### config.mk
export PLATFORM = sky130hd
export DESIGN_NAME = jk_excite_driver
export DESIGN_NICKNAME = d
export VERILOG_FILES = /design/src/rtl/jk_excite_driver.sv
export SDC_FILE = /design/constraint.sdc
export NUM_CORES = 1
export LEC_CHECK = 0
export BUFFER_PORTS_ARGS = -buffer_cell sky130_fd_sc_hd__buf_2
export CORE_AREA = 3 3 63 65
export CTS_CLUSTER_DIAMETER = 150
export DETAILED_ROUTE_END_ITERATION = 8
export DIE_AREA = 0 0 66 68
export GPL_TIMING_DRIVEN = 0
export PLACE_DENSITY = 0.68
export SLEW_MARGIN = 30
export SYNTH_ARGS = -nofsm -noshare
export SYNTH_HDL_FRONTEND = slang
export SYNTH_SLANG_ARGS = --single-unit
export TNS_END_PERCENT = 10
### constraint.sdc
create_clock -name clk -period 3.3 [get_ports clk]
set_clock_uncertainty 0.2 [all_clocks]
set_input_delay 0.33 -clock clk [delete_from_list [all_inputs] [get_ports clk]]
set_output_delay 0.33 -clock clk [all_outputs]
set_load 0.005 [all_outputs]
### src/rtl/jk_excite_driver.sv
// jk_excite_driver
//   Driver side of a JK flip-flop link. Desired q bits arrive over a
//   valid/ready handshake and sit in a DEPTH-entry FIFO. In DRIVE the head
//   is popped once per cycle and turned into registered j/k excitation,
//   computed against a shadow copy of the flop's q (q_exp). The real q is
//   fed back on q_fb and compared with q_exp every cycle.
//
// Parameters
//   DEPTH       FIFO entries (power of 2, >= 2)
//   TOGGLE_MODE value used for don't-care j/k bits (0: hold/set/reset codes,
//               1: toggle codes)
//   HALT_ON_ERR 1: stop driving on a q mismatch; 0: count it and carry on
//
// Ports
//   clk, rstn            clock (rising edge), async active-low reset
//   en                   run enable
//   tgt_valid/tgt_ready  target handshake, tgt_bit is the desired q
//   q_fb                 real flop q
//   clr_err              pulse: clear err, resync q_exp to q_fb
//   j, k, drive_valid    registered excitation, valid when carrying a target
//   err, err_cnt         sticky mismatch flag, saturating mismatch count
//   level                FIFO occupancy
//
// Optional build macro JK_DRV_COVER_EN adds cov_hold/cov_rst/cov_set/cov_tog,
// 16-bit saturating counts of driven j/k codes 00/01/10/11.
module jk_excite_driver #(
  parameter int DEPTH       = 8,
  parameter int TOGGLE_MODE = 0,
  parameter int HALT_ON_ERR = 1
) (
  input  logic                     clk,
  input  logic                     rstn,
  input  logic                     en,
  input  logic                     tgt_valid,
  output logic                     tgt_ready,
  input  logic                     tgt_bit,
  input  logic                     q_fb,
  input  logic                     clr_err,
  output logic                     j,
  output logic                     k,
  output logic                     drive_valid,
  output logic                     err,
  output logic [7:0]               err_cnt,
  output logic [$clog2(DEPTH):0]   level
`ifdef JK_DRV_COVER_EN
  ,
  output logic [15:0]              cov_hold,
  output logic [15:0]              cov_rst,
  output logic [15:0]              cov_set,
  output logic [15:0]              cov_tog
`endif
);

  localparam int   AW = $clog2(DEPTH);
  localparam logic DC = (TOGGLE_MODE != 0);
  localparam logic [AW:0] FULL_LVL = AW'(0) + (AW+1)'(DEPTH);

  typedef enum logic [1:0] {IDLE, DRIVE, HALT} st_t;

  st_t            st, st_nxt;
  logic [DEPTH-1:0] mem;
  logic [AW-1:0]  wp, rp;
  logic           q_exp, q_jk, q_nxt;
  logic           full, empty, push, pop, mis, halt_now;
  logic           t, j_nxt, k_nxt, dv_nxt;

  assign full      = (level == FULL_LVL);
  assign empty     = (level == '0);
  assign tgt_ready = !full;
  // Full blocks the push even if the head leaves on the same edge.
  assign push      = tgt_valid && !full;
  assign mis       = (q_fb != q_exp);
  assign halt_now  = !clr_err && mis && (HALT_ON_ERR != 0);
  assign t         = mem[rp];

  // JK rule applied to the excitation currently on the wire.
  always_comb begin
    q_jk = q_exp;
    case ({j, k})
      2'b01:   q_jk = 1'b0;
      2'b10:   q_jk = 1'b1;
      2'b11:   q_jk = !q_exp;
      default: q_jk = q_exp;
    endcase
  end

  // A resync replaces the model's next value, so encode against it too.
  assign q_nxt = clr_err ? q_fb : q_jk;

  always_comb begin
    st_nxt = st;
    pop    = 1'b0;
    if (halt_now) begin
      st_nxt = HALT;
    end else begin
      case (st)
        IDLE:    if (en) st_nxt = DRIVE;
        DRIVE:   if (!en) st_nxt = IDLE;
                 else if (!empty) pop = 1'b1;
        HALT:    if (clr_err) st_nxt = IDLE;
        default: st_nxt = IDLE;
      endcase
    end
    j_nxt  = 1'b0;
    k_nxt  = 1'b0;
    dv_nxt = pop;
    if (pop) begin
      // From 0 only j matters, from 1 only k matters; the other is DC.
      j_nxt = q_nxt ? DC : t;
      k_nxt = q_nxt ? !t : DC;
    end
  end

  always_ff @(posedge clk or negedge rstn) begin
    if (!rstn) begin
      st          <= IDLE;
      mem         <= '0;
      wp          <= '0;
      rp          <= '0;
      level       <= '0;
      q_exp       <= 1'b0;
      j           <= 1'b0;
      k           <= 1'b0;
      drive_valid <= 1'b0;
      err         <= 1'b0;
      err_cnt     <= '0;
    end else begin
      st          <= st_nxt;
      q_exp       <= q_nxt;
      j           <= j_nxt;
      k           <= k_nxt;
      drive_valid <= dv_nxt;
      if (push) begin
        mem[wp] <= tgt_bit;
        wp      <= wp + 1'b1;
      end
      if (pop) rp <= rp + 1'b1;
      case ({push, pop})
        2'b10:   level <= level + 1'b1;
        2'b01:   level <= level - 1'b1;
        default: level <= level;
      endcase
      if (clr_err) begin
        err <= 1'b0;
      end else if (mis) begin
        err <= 1'b1;
        if (err_cnt != 8'hFF) err_cnt <= err_cnt + 8'd1;
      end
    end
  end

`ifdef JK_DRV_COVER_EN
  always_ff @(posedge clk or negedge rstn) begin
    if (!rstn) begin
      cov_hold <= '0;
      cov_rst  <= '0;
      cov_set  <= '0;
      cov_tog  <= '0;
    end else if (drive_valid) begin
      case ({j, k})
        2'b00:   if (cov_hold != 16'hFFFF) cov_hold <= cov_hold + 16'd1;
        2'b01:   if (cov_rst  != 16'hFFFF) cov_rst  <= cov_rst  + 16'd1;
        2'b10:   if (cov_set  != 16'hFFFF) cov_set  <= cov_set  + 16'd1;
        default: if (cov_tog  != 16'hFFFF) cov_tog  <= cov_tog  + 16'd1;
      endcase
    end
  end
`endif

endmodule

==> impl_metrics.py <==
metrics = {
    "critical_path": {
        "reg2reg_slack_ns": 0.51,
        "r2r_start": "level[1]$_DFFE_PN0P_",
        "cp-end-kind": "register",
        "path_max_fanout": 9,
        "arrival_ns": 2.81,
        "crit_required_ns": 3.31,
        "rr_worst_depth": 11,
        "start_kind": "register",
        "r2r-end": "level[2]$_DFFE_PN0P_",
        "worstSetupPathType": "register to register",
    },
    "layout": {
        "areaGrowthSynthToFinish_pct": 15.3,
        "final_layout_size_suffix_gt1_share_pct": 32.3,
        "fin_nets": 180,
        "antenna_cells": 0,
    },
    "synthesis": {
        "avgSynthCellArea_sq_um": 12.3,
        "async_flop_share_pct": 100,
        "synth_top_area_share_pct": 49.9,
        "synthMostInstantiatedCell": "dfrtp_1",
        "yosys-top-cells-area": "dfrtp_1 50%, mux2_2 6.8%, ha_1 4.5%",
        "synth_largest_area_cell": "dfrtp_1",
        "synth_top_family_by_area": "simple AND/OR/NAND/NOR gates",
        "yosys-mux-area-fraction_pct": 13.7,
        "yosys.area_share.adder_pct": 4.54,
        "syn_area_sq_mm": 0.00166,
        "syn_inst": 135,
        "synth_simple_gate_area_share_pct": 16.9,
        "ys_seq_elements": 33,
        "synth_xor_area_share_pct": 7.41,
        "seq_area_frac_synth_pct": 49.9,
        "syn-num-nets": 148,
        "synth-main-ff-cell": "dfrtp_1",
        "synth_compound_area_share_pct": 4.84,
        "yosysWarnings": 0,
        "synth_common_cells": "33 x dfrtp_1, 13 x nand2_1, 10 x mux2_2, 8 x xor2_1",
        "synthDistinctLibCells": 37,
        "synth_enable_flop_cells": 0,
    },
    "clock_network": {
        "cts_setup_buffers": 0,
        "cts_tree": "yes",
        "clk_pin_slew_ns": 0.10,
        "cts_hold_buffers": 1,
        "clkSinkCount": 33,
        "h-tree-depth": 2,
        "cts_made_buffers": 5,
        "clockRootBuffer": "clkbuf_4",
        "cts-resized-gates": 0,
        "clock_path_buffers": 2,
        "insertion_delay_ns": 0.33,
    },
    "sta": {
        "fmax_ghz": 0.358,
        "relSlewSlack_pct": 51.4,
        "worst_pin_slew_ns": 0.729,
        "report.final.hold_viol_count": 0,
        "drv_slew": 0,
        "timing.hold.ws_ns": 0.0801,
        "setup_tns_ns": 0,
        "finalSetupViolations": 0,
        "finalCritPeriodShare_pct": 84.7,
        "grt_setup_unrepaired": "false",
        "min_period_ns": 2.79,
    },
    "detailed_routing": {
        "drc": 0,
        "finalWirelength_um": 2950,
        "wl_per_cell_um": 13.9,
        "drt_first_pass_iters": 4,
        "via_per_inst": 5.20,
        "ant_nets": 0,
        "vias": 1107,
        "dr.first_iter.drc_count": 27,
    },
    "power_and_ir_drop": {
        "switching_share_pct": 34.9,
        "power.density_mw_per_mm2": 793,
        "combPwrFrac_pct": 38.0,
        "pwr-share-clk_pct": 15.1,
        "p_leak_uw": 0.000874,
        "p_int_uw": 985,
        "ir_worst_vdd_mv": 0.372,
        "p_sw_uw": 528,
        "seqPwrFrac_pct": 47.0,
    },
    "die": {
        "start_util_pct": 48.8,
        "fp.dieW_um": 66,
        "coreArea_sq_mm": 0.00339,
        "rows": 21,
        "io_pins": 24,
        "dieHeight_um": 68,
        "dieArea_sq_mm": 0.00449,
    },
    "run": {
        "max-cap-violations": 0,
    },
    "status": {
        "run_status": "complete, no violations",
    },
    "worst_hold_path": {
        "min_to": "st[0]$_DFFE_PN0P_",
        "hold_depth": 3,
        "hold_path.class": "input port to register",
        "holdCritStartpoint": "en",
    },
    "placement": {
        "dp_hpwl_um": 2140,
        "place_congestion": 0.788,
        "portBuffers": 23,
    },
    "grt": {
        "first_global_vias": 1114,
        "grt_pass1_wl_um": 5030,
        "track_usage_pct": 15.0,
        "grt_start_max_net_pins": 34,
        "antenna_found_initial": 0,
        "grt-ovfl-total": 0,
    },
}
state kept, by name, summed over array words and instances (netlist names):
signal / flops
err_cnt: 8
err: 1
k: 1
drive_valid: 1
mem: 8
q_exp: 1
rp: 3
st: 2
level: 4
wp: 3
j: 1
placed cells by master (no fill, tap or decap), types with 4 or more instances in the layout:
| cell type | synthesis | routed |
|---|---|---|
| xnor2_1 | 6 | 6 |
| clkbuf_4 | 0 | 5 |
| xor2_1 | 8 | 8 |
| dfrtp_1 | 33 | 33 |
| ha_1 | 6 | 6 |
| nor2_1 | 5 | 5 |
| a21oi_1 | 4 | 4 |
| o21ai_0 | 5 | 5 |
| buf_2 | 0 | 23 |
| nand2_1 | 13 | 13 |
| mux2_2 | 10 | 10 |
final cells by class:
type	instances	area (sq um)
clock buffers	7	55.1
fillers	305	1480
repair buffers	25	135
plain buffers	4	33.8
multi-input cells	96	788
flip-flops and latches	33	826
well taps	46	57.6
inverters	2	12.5
worst max-delay path by stage:
stage | cells after the start | endpoint | slack [ns] | start
floorplan | 11 | level[2]$_DFFE_PN0P_ | 0.67 | level[2]$_DFFE_PN0P_
global placement | 10 | level[2]$_DFFE_PN0P_ | 0.25 | q_fb
detailed placement | 10 | level[2]$_DFFE_PN0P_ | 0.19 | q_fb
CTS | 9 | level[2]$_DFFE_PN0P_ | 0.22 | q_exp$_DFF_PN0_
global route | 11 | level[2]$_DFFE_PN0P_ | 0.34 | level[1]$_DFFE_PN0P_
finish | 11 | level[2]$_DFFE_PN0P_ | 0.51 | level[1]$_DFFE_PN0P_
metrics by stage:
stage	total power (uW)	std cells	instance area (sq um)	setup WS, ns	utilization [%]
after floorplan	1120	135	1660	0.670	-
after global placement	1260	204	1830	0.254	53.9
after detailed placement	1300	204	1830	0.191	53.9
after CTS	1530	212	1890	0.219	55.9
after global routing	1630	213	1910	0.345	56.3
final	1510	213	1910	0.505	56.3
cells by family (layout without fill, tap and decap cells):
kind of cell    count (synthesis)  count (layout)
compound gates                 14              14
xor+xnor                       14              14
fa+ha+maj                       6               6
buf+inv                         6              38
flops                          33              33
mux                            18              18
simple gates                   44              44
power groups by stage:
stage	clock network (uW)	registers, uW	logic (uW)
after floorplan	0	693	423
after CTS	234	712	584
after global routing	253	740	642
final	228	711	575
after global placement	0	706	555
after detailed placement	0	719	581
layer usage:
| metal | routed length [um] | part of all wire, % | GRT usage (%) | vias to the layer above |
|---|---|---|---|---|
| li1 | - | - | - | 549 |
| met4 | 38 | 1.3 | 6.09 | 0 |
| met1 | 1390 | 47 | 18.0 | 535 |
| met2 | 1400 | 47 | 25.0 | 19 |
| met5 | 0 | 0 | 0 | - |
| met3 | 124 | 4.2 | 4.93 | 4 |
worst max-delay path: stages, from the launching register on:
cell and delay [ns]:
dfrtp_1 0.48, or4b_4 0.55, and2_4 0.17, buf_6 0.13, clkinv_4 0.08, ha_1 0.26
xor2_1 0.10, ha_1 0.18, a21oi_1 0.14, xor2_1 0.16, nor2_1 0.07, xor2_1 0.14
(Power assumes the default switching activity.)
